[src/rtl/nonce_search_ctrl.sv]
// Nonce-range search controller: issues nonces to the hasher, tracks in-flight work,
// captures the first matching result, drains outstanding work, then reports the outcome.
// nonce_valid is combinational from state/inflight; every other output is registered.
module nonce_search_ctrl #(
    parameter int NONCE_W      = 32,
    parameter int MAX_INFLIGHT = 64,
    parameter int INF_W        = 7
) (
    input  logic               clk,
    input  logic               rst,
    input  logic               start,
    input  logic               stop,
    input  logic [NONCE_W-1:0] nonce_start,
    input  logic [NONCE_W-1:0] nonce_end,
    output logic [NONCE_W-1:0] nonce_out,
    output logic               nonce_valid,
    input  logic               nonce_ready,
    input  logic               res_valid,
    input  logic [NONCE_W-1:0] res_nonce,
    input  logic               res_match,
    input  logic [255:0]       res_hash,
    output logic               busy,
    output logic               found,
    output logic               exhausted,
    output logic [NONCE_W-1:0] golden_nonce,
    output logic [255:0]       golden_hash,
    output logic [NONCE_W:0]   hashes_done,
    output logic               err
);

    typedef enum logic [2:0] {IDLE, ISSUE, DRAIN, FOUND, EXHAUSTED} state_t;

    localparam logic [INF_W-1:0]   INF_ONE  = INF_W'(1);
    localparam logic [INF_W-1:0]   INF_MAX  = INF_W'(MAX_INFLIGHT);
    localparam logic [NONCE_W-1:0] NONCE_ONE = NONCE_W'(1);
    localparam logic [NONCE_W:0]   DONE_ONE = (NONCE_W + 1)'(1);

    state_t             state;
    logic [NONCE_W-1:0] next_nonce;
    logic [NONCE_W-1:0] end_nonce;
    logic [INF_W-1:0]   inflight;
    logic               golden_flag;
    logic               abort_flag;

    logic issue_fire;
    logic res_dec;
    logic match_new;
    logic can_start;
    logic last_issue;

    assign nonce_valid = (state == ISSUE) && (inflight < INF_MAX);
    assign nonce_out   = next_nonce;
    assign issue_fire  = nonce_valid && nonce_ready;
    // A result with nothing in flight is a stray: counted and flagged, never decremented.
    assign res_dec     = res_valid && (inflight != '0);
    // Only results belonging to an active search may become the golden result.
    assign match_new   = res_valid && res_match && !golden_flag &&
                         ((state == ISSUE) || (state == DRAIN));
    assign can_start   = start && ((state == IDLE) || (state == FOUND) || (state == EXHAUSTED));
    assign last_issue  = issue_fire && (next_nonce == end_nonce);

    // Search FSM together with counters, golden capture and status flags.
    always_ff @(posedge clk or posedge rst) begin
        if (rst) begin
            state        <= IDLE;
            next_nonce   <= '0;
            end_nonce    <= '0;
            inflight     <= '0;
            hashes_done  <= '0;
            golden_nonce <= '0;
            golden_hash  <= '0;
            golden_flag  <= 1'b0;
            abort_flag   <= 1'b0;
            err          <= 1'b0;
            busy         <= 1'b0;
            found        <= 1'b0;
            exhausted    <= 1'b0;
        end else if (can_start) begin
            state        <= ISSUE;
            next_nonce   <= nonce_start;
            end_nonce    <= nonce_end;
            inflight     <= '0;
            hashes_done  <= '0;
            golden_nonce <= '0;
            golden_hash  <= '0;
            golden_flag  <= 1'b0;
            abort_flag   <= 1'b0;
            err          <= 1'b0;
            busy         <= 1'b1;
            found        <= 1'b0;
            exhausted    <= 1'b0;
        end else begin
            if (issue_fire && !res_dec) begin
                inflight <= inflight + INF_ONE;
            end else if (!issue_fire && res_dec) begin
                inflight <= inflight - INF_ONE;
            end

            // FOUND/EXHAUSTED freeze the reported count.
            if (res_valid && (state != FOUND) && (state != EXHAUSTED)) begin
                hashes_done <= hashes_done + DONE_ONE;
            end
            if (res_valid && (inflight == '0)) begin
                err <= 1'b1;
            end

            if (match_new) begin
                golden_nonce <= res_nonce;
                golden_hash  <= res_hash;
                golden_flag  <= 1'b1;
            end

            // The final nonce of the range leaves next_nonce parked on it.
            if (issue_fire && !last_issue) begin
                next_nonce <= next_nonce + NONCE_ONE;
            end

            case (state)
                ISSUE: begin
                    if (stop || match_new || last_issue) begin
                        state <= DRAIN;
                        if (stop) begin
                            abort_flag <= 1'b1;
                        end
                    end
                end
                DRAIN: begin
                    if ((inflight == '0) && !res_valid) begin
                        busy <= 1'b0;
                        if (golden_flag) begin
                            state <= FOUND;
                            found <= 1'b1;
                        end else if (abort_flag) begin
                            state <= IDLE;
                        end else begin
                            state     <= EXHAUSTED;
                            exhausted <= 1'b1;
                        end
                    end
                end
                default: ;
            endcase
        end
    end

endmodule
[config.mk]
export PLATFORM = sky130hd
export DESIGN_NAME = nonce_search_ctrl
export DESIGN_NICKNAME = d
export VERILOG_FILES = /design/src/rtl/nonce_search_ctrl.sv
export SDC_FILE = /design/constraint.sdc
export NUM_CORES = 1
export LEC_CHECK = 0
export CAP_MARGIN = 20
export CELL_PAD_IN_SITES_DETAIL_PLACEMENT = 1
export CELL_PAD_IN_SITES_GLOBAL_PLACEMENT = 1
export CORE_AREA = 3 3 281 283
export DETAILED_ROUTE_END_ITERATION = 7
export DIE_AREA = 0 0 284 286
export PLACE_DENSITY = 0.59
export SYNTH_ARGS = -nofsm -noshare
export SYNTH_HDL_FRONTEND = slang
export SYNTH_SLANG_ARGS = --single-unit
[constraint.sdc]
create_clock -name clk -period 31.2 [get_ports clk]
set_input_delay 4.68 -clock clk [delete_from_list [all_inputs] [get_ports clk]]
set_output_delay 4.68 -clock clk [all_outputs]
set_load 0.03 [all_outputs]
==> reports/results.md, run 1 <==
| Step | Item | Reported |
|---|---|---|
| clocking | Post_cts resized | 0 |
| finish | Non-filler instance count after layout | 3,669 |
| min path | Class of the most critical hold timing path | reg -> reg |
| grt | Congestion Overflow GR | 0 |
| floorplanning | Num rows | 102 |
| pwr | Leakage power total | 11.10 nW |
| run | Max Cap Viol | 0 |
| detailed routing | Ratio of routed vias to standard cells | 4.407 |
| clocking | Maximum level of the CTS H-tree | 2 |
| sta | Final critical-path setup slack | 23.07 ns |
| critical path | Launching element type of the critical path | input port |
| min path | Worst min-delay path startpoint | end_nonce[6] |
| detailed routing | Aggregate routed wire length | 72.52 mm |
| sta | Worst relative slew slack | 23.08% |
| place | Placed Cells | 3,571 |
| detailed routing | Residual DRC count | 0 |
| floorplanning | Effective utilization at floorplan | 22.35% |
| clocking | Setup bufs post-CTS | 0 |
| place | Number of buffers added on ports | 716 |
| synthesis | Primary FF master, synth | sky130_fd_sc_hd__dfrtp_1 |
| pwr | Power share of the clock group | 20.0% |
| pwr | Maximum ir drop on the vdd rail | 0.05560 mV |
| detailed routing | TritonRoute pass-1 iters | 4 |
| clocking | Clock transition at path regs | 0.06 ns |
| finish | Total area of multi-input combinational cells | 6679 um2 |
| floorplanning | Height of the die | 286 um |
| synthesis | Post-synthesis sequential element count | 401 |
| detailed routing | Post-DR wirelength/cell | 19.77 um |
| grt | Global-route wire length before repair | 110.5 mm |
| grt | Overall fraction of global-route tracks in use | 17.33% |
| pwr | Power dissipated by switching net loads | 1.330 mW |
| sta | Timing-limited maximum frequency | 0.1230 GHz |
| synthesis | Cell Area, Synth | 17,200 um2 |
| finish | # fillers | 8,858 |
| clocking | Maximum clock insertion buffer count | 3 |
| critical path | Launch point of the worst reg-to-reg path | state[1] |
| synthesis | Async SR Flop Fraction | 100.0% |
| synthesis | Number of different library cells in the post-synthesis netlist | 54 |
| min path | Worst hold path cell count | 2 |
| critical path | Crit path launch | res_valid |
| pwr | Post-layout power | 3.013 mW |
| critical path | Endpoint class of the critical path | flip-flop |
| grt | Via count of the first global-routing pass | 17,440 |
| synthesis | Syn nets | 2,294 |
| pwr | Internal portion of total power | 1.683 mW |
| run status | Status | completed |
| sta | Final min period | 8.133 ns |
| detailed routing | Drt initial violations | 774 |
| finish | FF/Latch Area | 10,030 um2 |
| clocking | Clock Latency Late Sink | 0.59 ns |
| critical path | Reg2reg end | golden_hash[60] |
| pwr | Pwr Density | 111.1 nW/um2 |
| place | Pre-CTS setup slack | 22.25 ns |
| grt | Largest net degree at the start of global routing | 254 |
| sta | Final count of negative-setup-slack endpoints | 0 |
| floorplanning | Standard cell core area | 76,960 um2 |
| pwr | Combinational share of power | 48.8% |
| critical path | CP Max Fanout | 253 |
| floorplanning | Area of the die | 81,220 um2 |
| clocking | CTS Sinks | 401 |
| clocking | Clock tree from TritonCTS | yes |
| critical path | Classification of the worst setup path | in -> reg |
| grt | Number of antenna violations at the first check in global routing | 10 |
| finish | Layout cell share with drive strength beyond 1 | 4.348% |
| finish | Number of nets in the layout | 2,953 |
| pwr | Switch share | 44.15% |
| sta | Setup Skew | 0.01951 ns |
| clocking | Count of hold-fix buffers inserted at cts | 0 |
| critical path | Depth of the worst register-to-register path | 7 |
| sta | Setup repair after global routing missed its margin | false |
| pwr | Flop pwr share | 31.2% |
| detailed routing | Antenna-violating nets left | 0 |
| finish | Area growth from synthesis to layout | 57.72% |
| place | DPL Wire Length | 52.79 mm |
| floorplanning | Horizontal die dimension | 284 um |
| clocking | Total clock buffers created by CTS | 50 |
| sta | Hold Fails Final Rpt | 0 |
| synthesis | Number of flops mapped to enable cells by yosys | 0 |
| floorplanning | Ports | 717 |
| critical path | Critical path data arrival time | 8.57 ns |
| min path | Hold worst-path end | end_nonce[6] |
| critical path | Reg-to-reg slack, setup | 27.46 ns |
| detailed routing | Number of vias in the routed layout | 16,170 |
| synthesis | Synthesized area per cell | 8.931 um2 |
| place | Global placer's final weighted congestion | 0.8135 |
| critical path | Data required time at the worst endpoint | 31.64 ns |
| synthesis | Number of warning messages in the yosys log | 0 |
| clocking | Clk root buf | sky130_fd_sc_hd__clkbuf_16 |
| synthesis | Portion of the post-synthesis area used by sequential elements | 58.34% |
| sta | Post-route setup TNS | 0 ns |
| sta | Number of slew-limit violations in the final report | 0 |
| sta | Crit share post-route | 26.07% |
| sta | Worst Tran Pin Value | 1.154 ns |
| synthesis | Number of instances in the synthesized netlist | 1,926 |
[power groups by stage]
| stage | Combinational [mW] | Sequential (mW) | Clock [mW] |
|---|---|---|---|
| 3_5_place_dp | 1.49 | 0.945 | 0 |
| 4_1_cts | 1.50 | 0.943 | 0.625 |
| 6_report | 1.47 | 0.940 | 0.601 |
| 5_1_grt | 1.58 | 0.975 | 0.648 |
| 3_3_place_gp | 1.47 | 0.934 | 0 |
| 2_1_floorplan | 0.388 | 1.33 | 0 |
[cell usage after synthesis (3+ instances only)]
cell	count	area (um2)
sky130_fd_sc_hd__dfrtp_1	401	10030
sky130_fd_sc_hd__nor3_1	5	25.02
sky130_fd_sc_hd__nor2_1	72	270.3
sky130_fd_sc_hd__and2_1	5	31.28
sky130_fd_sc_hd__or3_1	14	87.58
sky130_fd_sc_hd__xor2_1	27	236.5
sky130_fd_sc_hd__a31oi_1	17	106.4
sky130_fd_sc_hd__nand3b_1	3	22.52
sky130_fd_sc_hd__and4_1	5	43.79
sky130_fd_sc_hd__ha_1	8	100.1
sky130_fd_sc_hd__o21ai_0	310	1551
sky130_fd_sc_hd__inv_1	14	52.55
sky130_fd_sc_hd__clkbuf_1	124	465.5
sky130_fd_sc_hd__mux2i_1	4	40.04
sky130_fd_sc_hd__nor2b_1	4	25.02
sky130_fd_sc_hd__and3_1	11	68.82
sky130_fd_sc_hd__nand2_1	716	2688
sky130_fd_sc_hd__nor4_1	8	50.05
sky130_fd_sc_hd__a2111oi_0	5	43.79
sky130_fd_sc_hd__a211o_1	3	26.28
sky130_fd_sc_hd__xnor2_1	50	437.9
sky130_fd_sc_hd__a211oi_1	5	37.54
sky130_fd_sc_hd__o21ai_1	9	45.04
sky130_fd_sc_hd__or4_1	6	45.04
sky130_fd_sc_hd__a21oi_1	8	40.04
sky130_fd_sc_hd__nand3_1	32	160.2
sky130_fd_sc_hd__nand4_1	24	150.1
[state kept, by name, summed over array words and instances, names as in the netlist, 3 cells and up]
name	cells
golden_hash	256
hashes_done	33
end_nonce	32
golden_nonce	32
nonce_out	32
inflight	7
state	3
[how the worst max path moves through the flow]
stage                                  to  cells after the start  slack (ns)
after floorplan                abort_flag                      1       15.37
after global placement    golden_hash[48]                      7       22.41
after detailed placement   golden_hash[3]                      7       22.25
after global routing       golden_hash[2]                      8       22.75
after CTS                 golden_hash[22]                      7       22.90
final                     golden_hash[60]                      8       23.07
[routing by layer]
layer / vias to the layer above / wire, um / GRT usage, %
met5: - / 24 / 0
met1: 7966 / 28610 / 20.21
li1: 7636 / - / -
met2: 465 / 36830 / 30.60
met4: 4 / 1699 / 4.720
met3: 97 / 5361 / 5.570
[layout by cell type, fill, tap and decap left out, types with 5 or more instances in the layout]
| master | Yosys | final |
|---|---|---|
| sky130_fd_sc_hd__xor2_1 | 27 | 27 |
| sky130_fd_sc_hd__nor2_1 | 72 | 72 |
| sky130_fd_sc_hd__and3_1 | 11 | 11 |
| sky130_fd_sc_hd__clkdlybuf4s50_1 | 0 | 716 |
| sky130_fd_sc_hd__dfrtp_1 | 401 | 401 |
| sky130_fd_sc_hd__a31oi_1 | 17 | 17 |
| sky130_fd_sc_hd__buf_4 | 0 | 13 |
| sky130_fd_sc_hd__o21ai_0 | 310 | 310 |
| sky130_fd_sc_hd__xnor2_1 | 50 | 50 |
| sky130_fd_sc_hd__nor4_1 | 8 | 6 |
| sky130_fd_sc_hd__nand2_1 | 716 | 716 |
| sky130_fd_sc_hd__or3_1 | 14 | 14 |
| sky130_fd_sc_hd__clkbuf_16 | 0 | 50 |
| sky130_fd_sc_hd__inv_1 | 14 | 13 |
| sky130_fd_sc_hd__nor3_1 | 5 | 5 |
| sky130_fd_sc_hd__nand3_1 | 32 | 32 |
| sky130_fd_sc_hd__clkinv_2 | 0 | 8 |
| sky130_fd_sc_hd__a2111oi_0 | 5 | 5 |
| sky130_fd_sc_hd__and4_1 | 5 | 5 |
| sky130_fd_sc_hd__ha_1 | 8 | 8 |
| sky130_fd_sc_hd__or4_1 | 6 | 6 |
| sky130_fd_sc_hd__and2_1 | 5 | 5 |
| sky130_fd_sc_hd__o21ai_1 | 9 | 8 |
| sky130_fd_sc_hd__a21oi_1 | 8 | 8 |
| sky130_fd_sc_hd__clkbuf_1 | 124 | 7 |
| sky130_fd_sc_hd__nand4_1 | 24 | 24 |
| sky130_fd_sc_hd__clkbuf_8 | 0 | 16 |
| sky130_fd_sc_hd__a211oi_1 | 5 | 5 |
| sky130_fd_sc_hd__diode_2 | 0 | 7 |
[stage by stage]
stage	utilization [%]	cell area (um2)	hold slack (ns)
6_report	35.26	27130	0.4988
5_1_grt	35.25	27130	0.5199
4_1_cts	35.19	27080	0.5026
3_5_place_dp	32.98	25380	0.4878
3_3_place_gp	32.98	25380	0.4788
2_1_floorplan	-	17200	0.4516
[logic make-up (layout without fill, tap and decap cells)]
logic type      after synthesis  after routing  synth area share [%]
fa+ha+maj                     9              9                0.6983
mux                           4              4                0.2328
simple gates                920            920                 22.09
flops                       401            401                 58.34
compound gates              375            375                 11.65
buf+inv                     140            836                 3.070
other cells                   0              7                     0
xor+xnor                     77             77                 3.921
[critical path: stages]
cell and delay (ns):
sky130_fd_sc_hd__clkdlybuf4s50_1 0.69, sky130_fd_sc_hd__nand2_1 0.18, sky130_fd_sc_hd__nor4_4 0.26, sky130_fd_sc_hd__buf_4 0.80
sky130_fd_sc_hd__buf_12 0.61, sky130_fd_sc_hd__buf_4 0.44, sky130_fd_sc_hd__buf_16 0.33, sky130_fd_sc_hd__o21ai_0 0.16
[final cells by class]
type | count | area share (%)
flip-flops and latches | 401 | 36.99
repair buffers | 733 | 27.05
multi-input cells | 1385 | 24.62
clock buffers | 73 | 5.520
well taps | 1040 | 4.796
clock inverters | 16 | 0.7425
inverters | 14 | 0.2214
diodes | 7 | 0.06456
No activity file was read; power rests on OpenSTA's default activity.
==> run 2: changes to the inputs <==
--- a/config.mk
+++ b/config.mk
@@ -8,10 +8,10 @@
 export CAP_MARGIN = 20
 export CELL_PAD_IN_SITES_DETAIL_PLACEMENT = 1
 export CELL_PAD_IN_SITES_GLOBAL_PLACEMENT = 1
-export CORE_AREA = 3 3 281 283
+export CORE_AREA = 3 3 278 280
 export DETAILED_ROUTE_END_ITERATION = 7
-export DIE_AREA = 0 0 284 286
-export PLACE_DENSITY = 0.59
+export DIE_AREA = 0 0 281 283
+export PLACE_DENSITY = 0.6
 export SYNTH_ARGS = -nofsm -noshare
 export SYNTH_HDL_FRONTEND = slang
 export SYNTH_SLANG_ARGS = --single-unit
==> constraint.sdc (replaced) <==
create_clock -name clk -period 7.64 [get_ports clk]
set_input_delay 1.146 -clock clk [delete_from_list [all_inputs] [get_ports clk]]
set_output_delay 1.146 -clock clk [all_outputs]
set_load 0.03 [all_outputs]
==> run 2 against run 1 <==
Net effect: routed wire length rose by 0.29%; first-iteration DRC count decreased by 12%; power increased to 4.2 times the previous value; worst hold slack got worse by 0.0031 ns; worst setup slack got worse by 19 ns.
==> reports/results.md, run 2 (synthesis results as in run 1) <==
| Step | Item | Reported | vs previous |
|---|---|---|---|
| detailed routing | Antenna-violating nets left | 0 | unchanged |
| pwr | Maximum ir drop on the vdd rail | 0.2669 mV | +380% |
| clocking | Clock Latency Late Sink | 0.58 ns | about the same |
| min path | Worst min-delay path startpoint | end_nonce[19] |  |
| critical path | Launching element type of the critical path | flip-flop |  |
| detailed routing | Aggregate routed wire length | 72.73 mm | +0.29% |
| sta | Setup Skew | 0.02159 ns | +0.002074 ns |
| clocking | Total clock buffers created by CTS | 50 | unchanged |
| critical path | Reg-to-reg slack, setup | 4.29 ns | -23.17 ns |
| floorplanning | Area of the die | 79,520 um2 | -2.1% |
| run status | Status | completed |  |
| sta | Hold Fails Final Rpt | 0 | unchanged |
| detailed routing | Ratio of routed vias to standard cells | 4.498 | +2.1% |
| sta | Timing-limited maximum frequency | 0.2836 GHz |  |
| grt | Congestion Overflow GR | 0 | unchanged |
| critical path | Worst setup path endpoint | nonce_valid |  |
| clocking | Clk root buf | sky130_fd_sc_hd__clkbuf_16 |  |
| finish | Number of nets in the layout | 2,951 | -0.068% |
| place | DPL Wire Length | 53.08 mm | +0.55% |
| clocking | Maximum level of the CTS H-tree | 2 | unchanged |
| min path | Class of the most critical hold timing path | reg -> reg |  |
| critical path | Data required time at the worst endpoint | 6.49 ns | -25.15 ns |
| grt | GR met2 Demand/Resource | 32.10% | +1.5 points |
| floorplanning | Standard cell core area | 74,700 um2 | -2.9% |
| detailed routing | Drt initial violations | 679 | -12% |
| finish | Flip-flop count of the largest register, all copies and words added | 256 | unchanged |
| critical path | Critical path data arrival time | 2.38 ns | -6.19 ns |
| clocking | Maximum clock insertion buffer count | 3 | unchanged |
| detailed routing | TritonRoute pass-1 iters | 5 | +1 |
| pwr | Leakage power total | 11.18 nW | +0.69% |
| sta | Final count of negative-setup-slack endpoints | 0 | unchanged |
| critical path | Reg2reg end | inflight[6] |  |
| sta | Final critical-path setup slack | 4.114 ns | -18.95 ns |
| pwr | Post-layout power | 12.53 mW | +320% |
| finish | Largest register by flop count | golden_hash |  |
| clocking | CTS Sinks | 401 | unchanged |
| sta | Number of slew-limit violations in the final report | 0 | unchanged |
| critical path | Depth of the worst register-to-register path | 10 | +3 |
| floorplanning | Horizontal die dimension | 281 um | -1.1% |
| critical path | Classification of the worst setup path | reg -> out |  |
| grt | Overall fraction of global-route tracks in use | 17.72% | +0.39 points |
| place | Pre-CTS setup slack | 3.530 ns | -18.72 ns |
| critical path | Endpoint class of the critical path | primary output |  |
| floorplanning | Height of the die | 283 um | -1.0% |
| detailed routing | Residual DRC count | 0 | unchanged |
| grt | Global-route wire length before repair | 109.5 mm | -0.86% |
| finish | FF/Latch Area | 10,030 um2 | unchanged |
| sta | Hold WS | 0.4956 ns | -0.003146 ns |
| grt | Most Crowded Layer GR | met2 |  |
| floorplanning | Num rows | 100 | -2.0% |
| finish | # fillers | 8,515 | -3.9% |
| clocking | Setup bufs post-CTS | 0 | unchanged |
| sta | Post-route setup TNS | 0 ns | unchanged |
| clocking | Clock tree from TritonCTS | yes |  |
| sta | Worst relative slew slack | 17.14% | -5.9 points |
| finish | Area growth from synthesis to layout | 58.26% |  |
| pwr | Pwr Density | 460.4 nW/um2 | +310% |
| detailed routing | Number of vias in the routed layout | 16,200 | +0.18% |
| finish | Total area of multi-input combinational cells | 6679 um2 | unchanged |
| clocking | Post_cts resized | 0 | unchanged |
| grt | Met3 Track Usage GR | 4.636% | -0.93 points |
| sta | Setup repair after global routing missed its margin | false |  |
| place | Number of buffers added on ports | 716 | unchanged |
| grt | Global routing usage on met1 | 20.33% | +0.12 points |
| min path | Worst hold path cell count | 2 | unchanged |
| critical path | Crit path launch | state[2] |  |
| clocking | Count of hold-fix buffers inserted at cts | 0 | unchanged |
| floorplanning | Ports | 717 | unchanged |
| finish | Layout cell share with drive strength beyond 1 | 4.495% | +0.15 points |
| finish | Registers with the most flip-flops | golden_hash (256), hashes_done (33) |  |
| grt | Largest net degree at the start of global routing | 240 | -5.5% |
| floorplanning | Effective utilization at floorplan | 23.03% | +0.68 points |
| grt | Via count of the first global-routing pass | 17,660 | +1.2% |
| sta | Crit share post-route | 46.16% |  |
| sta | Final min period | 3.526 ns |  |
| grt | Number of antenna violations at the first check in global routing | 7 | -3 |
| sta | Worst Tran Pin Value | 1.243 ns | +0.08909 ns |
| clocking | Clock transition at path regs | 0.06 ns | about the same |
| critical path | CP Max Fanout | 9 | -96% |
| critical path | Launch point of the worst reg-to-reg path | state[2] |  |
| detailed routing | Post-DR wirelength/cell | 20.20 um | +2.2% |
| place | Global placer's final weighted congestion | 0.8189 | +0.66% |
| run | Max Cap Viol | 0 | unchanged |
| finish | Top library cells by usage in the layout, fill and taps aside | sky130_fd_sc_hd__nand2_1 (716), sky130_fd_sc_hd__clkdlybuf4s50_1 (716), sky130_fd_sc_hd__dfrtp_1 (401) |  |
run 2: cell count changes in the layout (fill, tap and decap cells not counted), sizes merged:
cell / before / now
clkinv: 9 / 7
clkbuf: 74 / 78
bufinv: 4 / 7
buf: 16 / 15
inv: 16 / 14
clkinvlp: 1 / 2
run 2: per-stage QoR:
stage,utilization (%),instance area (um2),std cells
2_1_floorplan,-,17210,1926
3_3_place_gp,33.91,25330,3499
3_5_place_dp,33.91,25330,3499
4_1_cts,36.42,27200,3593
5_1_grt,36.44,27220,3599
6_report,36.45,27220,3601
run 2: worst min path at each step:
stage                               end  slack, ns
after floorplan              abort_flag       0.45
after global placement    end_nonce[25]       0.48
after detailed placement  end_nonce[19]       0.48
after CTS                 end_nonce[19]       0.50
after global routing       end_nonce[1]       0.52
final                     end_nonce[19]       0.50
run 2: power breakdown:
part,total (mW),leakage [nW],internal (mW),switching [mW]
combinational,6.01,4.95,2.28,3.74
sequential,3.87,5.30,3.11,0.758
clock,2.65,0.928,1.68,0.975
run 2: final cells by class:
type	count	share of cell area [%]
Inverter	14	0.2068
Clock buffer	78	5.915
Multi-Input combinational cell	1385	24.53
Sequential cell	401	36.86
Timing Repair Buffer	731	27.01
Tap cell	969	4.454
Clock inverter	16	0.9606
Antenna cell	7	0.06434
run 2: critical path: stages, from the launching register on:
cell and delay (ns):
sky130_fd_sc_hd__dfrtp_1 0.49, sky130_fd_sc_hd__or3b_4 0.50, sky130_fd_sc_hd__nor2_1 0.11, sky130_fd_sc_hd__clkdlybuf4s50_1 0.72
run 2: per-layer routing:
layer / up-vias / wire length (um)
li1: 7658 / -
met1: 8003 / 28560
met2: 439 / 37520
met3: 93 / 4760
met4: 4 / 1861
met5: - / 27
==> run 3: changes to the inputs <==
--- a/config.mk
+++ b/config.mk
@@ -8,10 +8,11 @@
 export CAP_MARGIN = 20
 export CELL_PAD_IN_SITES_DETAIL_PLACEMENT = 1
 export CELL_PAD_IN_SITES_GLOBAL_PLACEMENT = 1
-export CORE_AREA = 3 3 278 280
+export CORE_ASPECT_RATIO = 0.5
+export CORE_MARGIN = 3
+export CORE_UTILIZATION = 28
 export DETAILED_ROUTE_END_ITERATION = 7
-export DIE_AREA = 0 0 281 283
-export PLACE_DENSITY = 0.6
+export PLACE_DENSITY = 0.75
 export SYNTH_ARGS = -nofsm -noshare
 export SYNTH_HDL_FRONTEND = slang
 export SYNTH_SLANG_ARGS = --single-unit
==> constraint.sdc (replaced) <==
create_clock -name clk -period 2.9 [get_ports clk]
set_input_delay 0.435 -clock clk [delete_from_list [all_inputs] [get_ports clk]]
set_output_delay 0.435 -clock clk [all_outputs]
set_load 0.03 [all_outputs]
==> run 3 against run 2 <==
Net effect: count of clock-buffer cells in the layout down 18; routed wire length up 6.6%; non-clock buffer count up 46; largest power group unchanged; critical endpoint is now nonce_out[25]; largest cell class unchanged; worst hold slack worse by 0.089 ns.
==> reports/results.md, run 3 (synthesis results as in run 1) <==
| Step | Item | Reported | vs previous |
|---|---|---|---|
| run status | Status | completed |  |
| run | Max Cap Viol | 0 | unchanged |
| sta | Crit share post-route | 95.22% |  |
| grt | Largest net degree at the start of global routing | 102 | -57% |
| detailed routing | Drt initial violations | 1,138 | +68% |
| sta | Final min period | 2.761 ns |  |
| place | DPL Wire Length | 58.83 mm | +11% |
| finish | Commonest non-fill, non-tap cell in the layout | sky130_fd_sc_hd__clkdlybuf4s50_1 |  |
| grt | Congestion Overflow GR | 0 | unchanged |
| clocking | Maximum level of the CTS H-tree | 2 | unchanged |
| place | Number of buffers added on ports | 716 | unchanged |
| sta | Final count of negative-setup-slack endpoints | 0 | unchanged |
| critical path | Critical path data arrival time | 3.21 ns | +0.83 ns |
| sta | Timing-limited maximum frequency | 0.3621 GHz |  |
| finish | Registers with the most flip-flops | golden_hash (256), hashes_done (33) |  |
| clocking | Maximum clock insertion buffer count | 3 | unchanged |
| critical path | CP Max Fanout | 9 | unchanged |
| critical path | Launch point of the worst reg-to-reg path | state[1] |  |
| sta | Setup Skew | 0.01709 ns | -0.004499 ns |
| clocking | Clock Latency Late Sink | 0.56 ns | -0.02 ns |
| place | Global placer's final weighted congestion | 0.9309 | +14% |
| sta | Worst Tran Pin Value | 0.8765 ns | -0.3663 ns |
| detailed routing | TritonRoute pass-1 iters | 5 | unchanged |
| sta | Hold Fails Final Rpt | 0 | unchanged |
| pwr | Leakage power total | 11.22 nW | +0.41% |
| clocking | Count of hold-fix buffers inserted at cts | 0 | unchanged |
| pwr | Maximum ir drop on the vdd rail | 0.6072 mV | +130% |
| finish | Largest register by flop count | golden_hash |  |
| floorplanning | Horizontal die dimension | 356.5 um | +27% |
| finish | Non-filler instance count after layout | 3,477 | -3.4% |
| critical path | Launching element type of the critical path | flip-flop |  |
| place | Pre-CTS setup slack | 0.02007 ns | -3.510 ns |
| detailed routing | Number of vias in the routed layout | 16,490 | +1.8% |
| detailed routing | Residual DRC count | 0 | unchanged |
| detailed routing | Aggregate routed wire length | 77.51 mm | +6.6% |
| grt | Via count of the first global-routing pass | 17,360 | -1.7% |
| critical path | Crit path launch | state[1] |  |
| clocking | CTS Sinks | 401 | unchanged |
| floorplanning | Ports | 717 | unchanged |
| grt | Global-route wire length before repair | 114.5 mm | +4.5% |
| critical path | Classification of the worst setup path | reg -> reg |  |
| sta | Setup repair after global routing missed its margin | false |  |
| finish | Flip-flop count of the largest register, all copies and words added | 256 | unchanged |
| min path | Class of the most critical hold timing path | in -> async |  |
| floorplanning | Height of the die | 181.3 um | -36% |
| detailed routing | Post-DR wirelength/cell | 22.29 um | +10% |
| floorplanning | Area of the die | 64,630 um2 | -19% |
| clocking | Clk root buf | sky130_fd_sc_hd__clkbuf_16 |  |
| pwr | Pwr Density | 1189 nW/um2 | +160% |
| finish | Area growth from synthesis to layout | 57.60% |  |
| detailed routing | Ratio of routed vias to standard cells | 4.741 | +5.4% |
| clocking | Clock transition at path regs | 0.06 ns | about the same |
| finish | Layout cell share with drive strength beyond 1 | 5.509% | +1.0 points |
| grt | Number of antenna violations at the first check in global routing | 15 | +8 |
| place | Placed Cells | 3,387 | -3.2% |
| finish | # fillers | 6,814 | -20% |
| detailed routing | Antenna-violating nets left | 0 | unchanged |
| floorplanning | Num rows | 63 | -37% |
| pwr | Post-layout power | 32.24 mW | +160% |
| sta | Worst relative slew slack | 41.14% | +24 points |
| clocking | Clock tree from TritonCTS | yes |  |
| finish | Top library cells by usage in the layout, fill and taps aside | sky130_fd_sc_hd__clkdlybuf4s50_1 (716), sky130_fd_sc_hd__nand2_1 (714), sky130_fd_sc_hd__dfrtp_1 (401) |  |
| grt | Overall fraction of global-route tracks in use | 23.46% | +5.7 points |
| critical path | Endpoint class of the critical path | flip-flop |  |
| floorplanning | Effective utilization at floorplan | 28.68% | +5.6 points |
| clocking | Total clock buffers created by CTS | 41 | -18% |
| critical path | Data required time at the worst endpoint | 3.35 ns | -3.14 ns |
| finish | Number of nets in the layout | 2,988 | +1.3% |
| floorplanning | Standard cell core area | 59,990 um2 | -20% |
| sta | Number of slew-limit violations in the final report | 0 | unchanged |
| sta | Final critical-path setup slack | 0.1385 ns | -3.975 ns |
## run 3: timing repair
action                                 CTS  global route
setup buffers                            0             2
setup endpoints to repair                0             2
gates resized for setup                  0             8
endpoints found under the hold margin    0             0
## run 3: power by group
part           internal [mW]  switching [mW]  total, mW
Clock                   3.15            2.39       5.54
Sequential              8.18            2.00       10.2
Combinational           6.36            10.2       16.5
## run 3: path summary, 6_finish.rpt
path	end	slack, ns	cells past startpoint
worst max register to register	nonce_out[25]	0.14	7
worst min register to register	end_nonce[29]	0.50	2
max in group asynchronous	golden_nonce[29]	1.77	4
worst max-delay path	nonce_out[25]	0.14	7
worst min-delay path	hashes_done[8]	0.41	3
min in group clk	end_nonce[7]	0.43	3
## run 3: cell type report
class                   instances  area (um2)  share of cell area, %
inverters                      14       56.30                 0.2077
flip-flops and latches        401       10030                  37.01
repair buffers                777        7900                  29.14
clock buffers                  60        1240                  4.574
clock inverters                13       131.4                 0.4846
multi-input cells            1385        6694                  24.69
diodes                         15       37.54                 0.1385
well taps                     812        1016                  3.748
## run 3: critical path, cell delays in order, from the launching register on
cell and delay, ns:
sky130_fd_sc_hd__dfrtp_1 0.39, sky130_fd_sc_hd__or3b_4 0.43, sky130_fd_sc_hd__buf_4 0.16, sky130_fd_sc_hd__or3b_4 0.40
sky130_fd_sc_hd__or2_1 0.29, sky130_fd_sc_hd__a211o_1 0.41, sky130_fd_sc_hd__or3_1 0.39, sky130_fd_sc_hd__a31oi_1 0.19
## run 3: per-layer routing
metal  GRT usage [%]  vias to the layer above  wire length (um)
met1           28.01                     8307             31160
met5               0                        -                 0
met2           41.33                      315             40270
met3           4.459                      136              2948
li1                -                     7727                 -
met4           9.810                        0              3127
## run 3: through the flow
stage | area [um2] | hold slack, ns | TNS [ns] | utilization (%)
floorplan | 17210 | 0.4516 | -1176.84 | -
global placement | 25670 | 0.4605 | 0 | 42.80
detailed placement | 25670 | 0.4790 | 0 | 42.80
CTS | 27040 | 0.3777 | 0 | 45.08
global route | 27100 | 0.3915 | 0 | 45.18
finish | 27110 | 0.4068 | 0 | 45.19
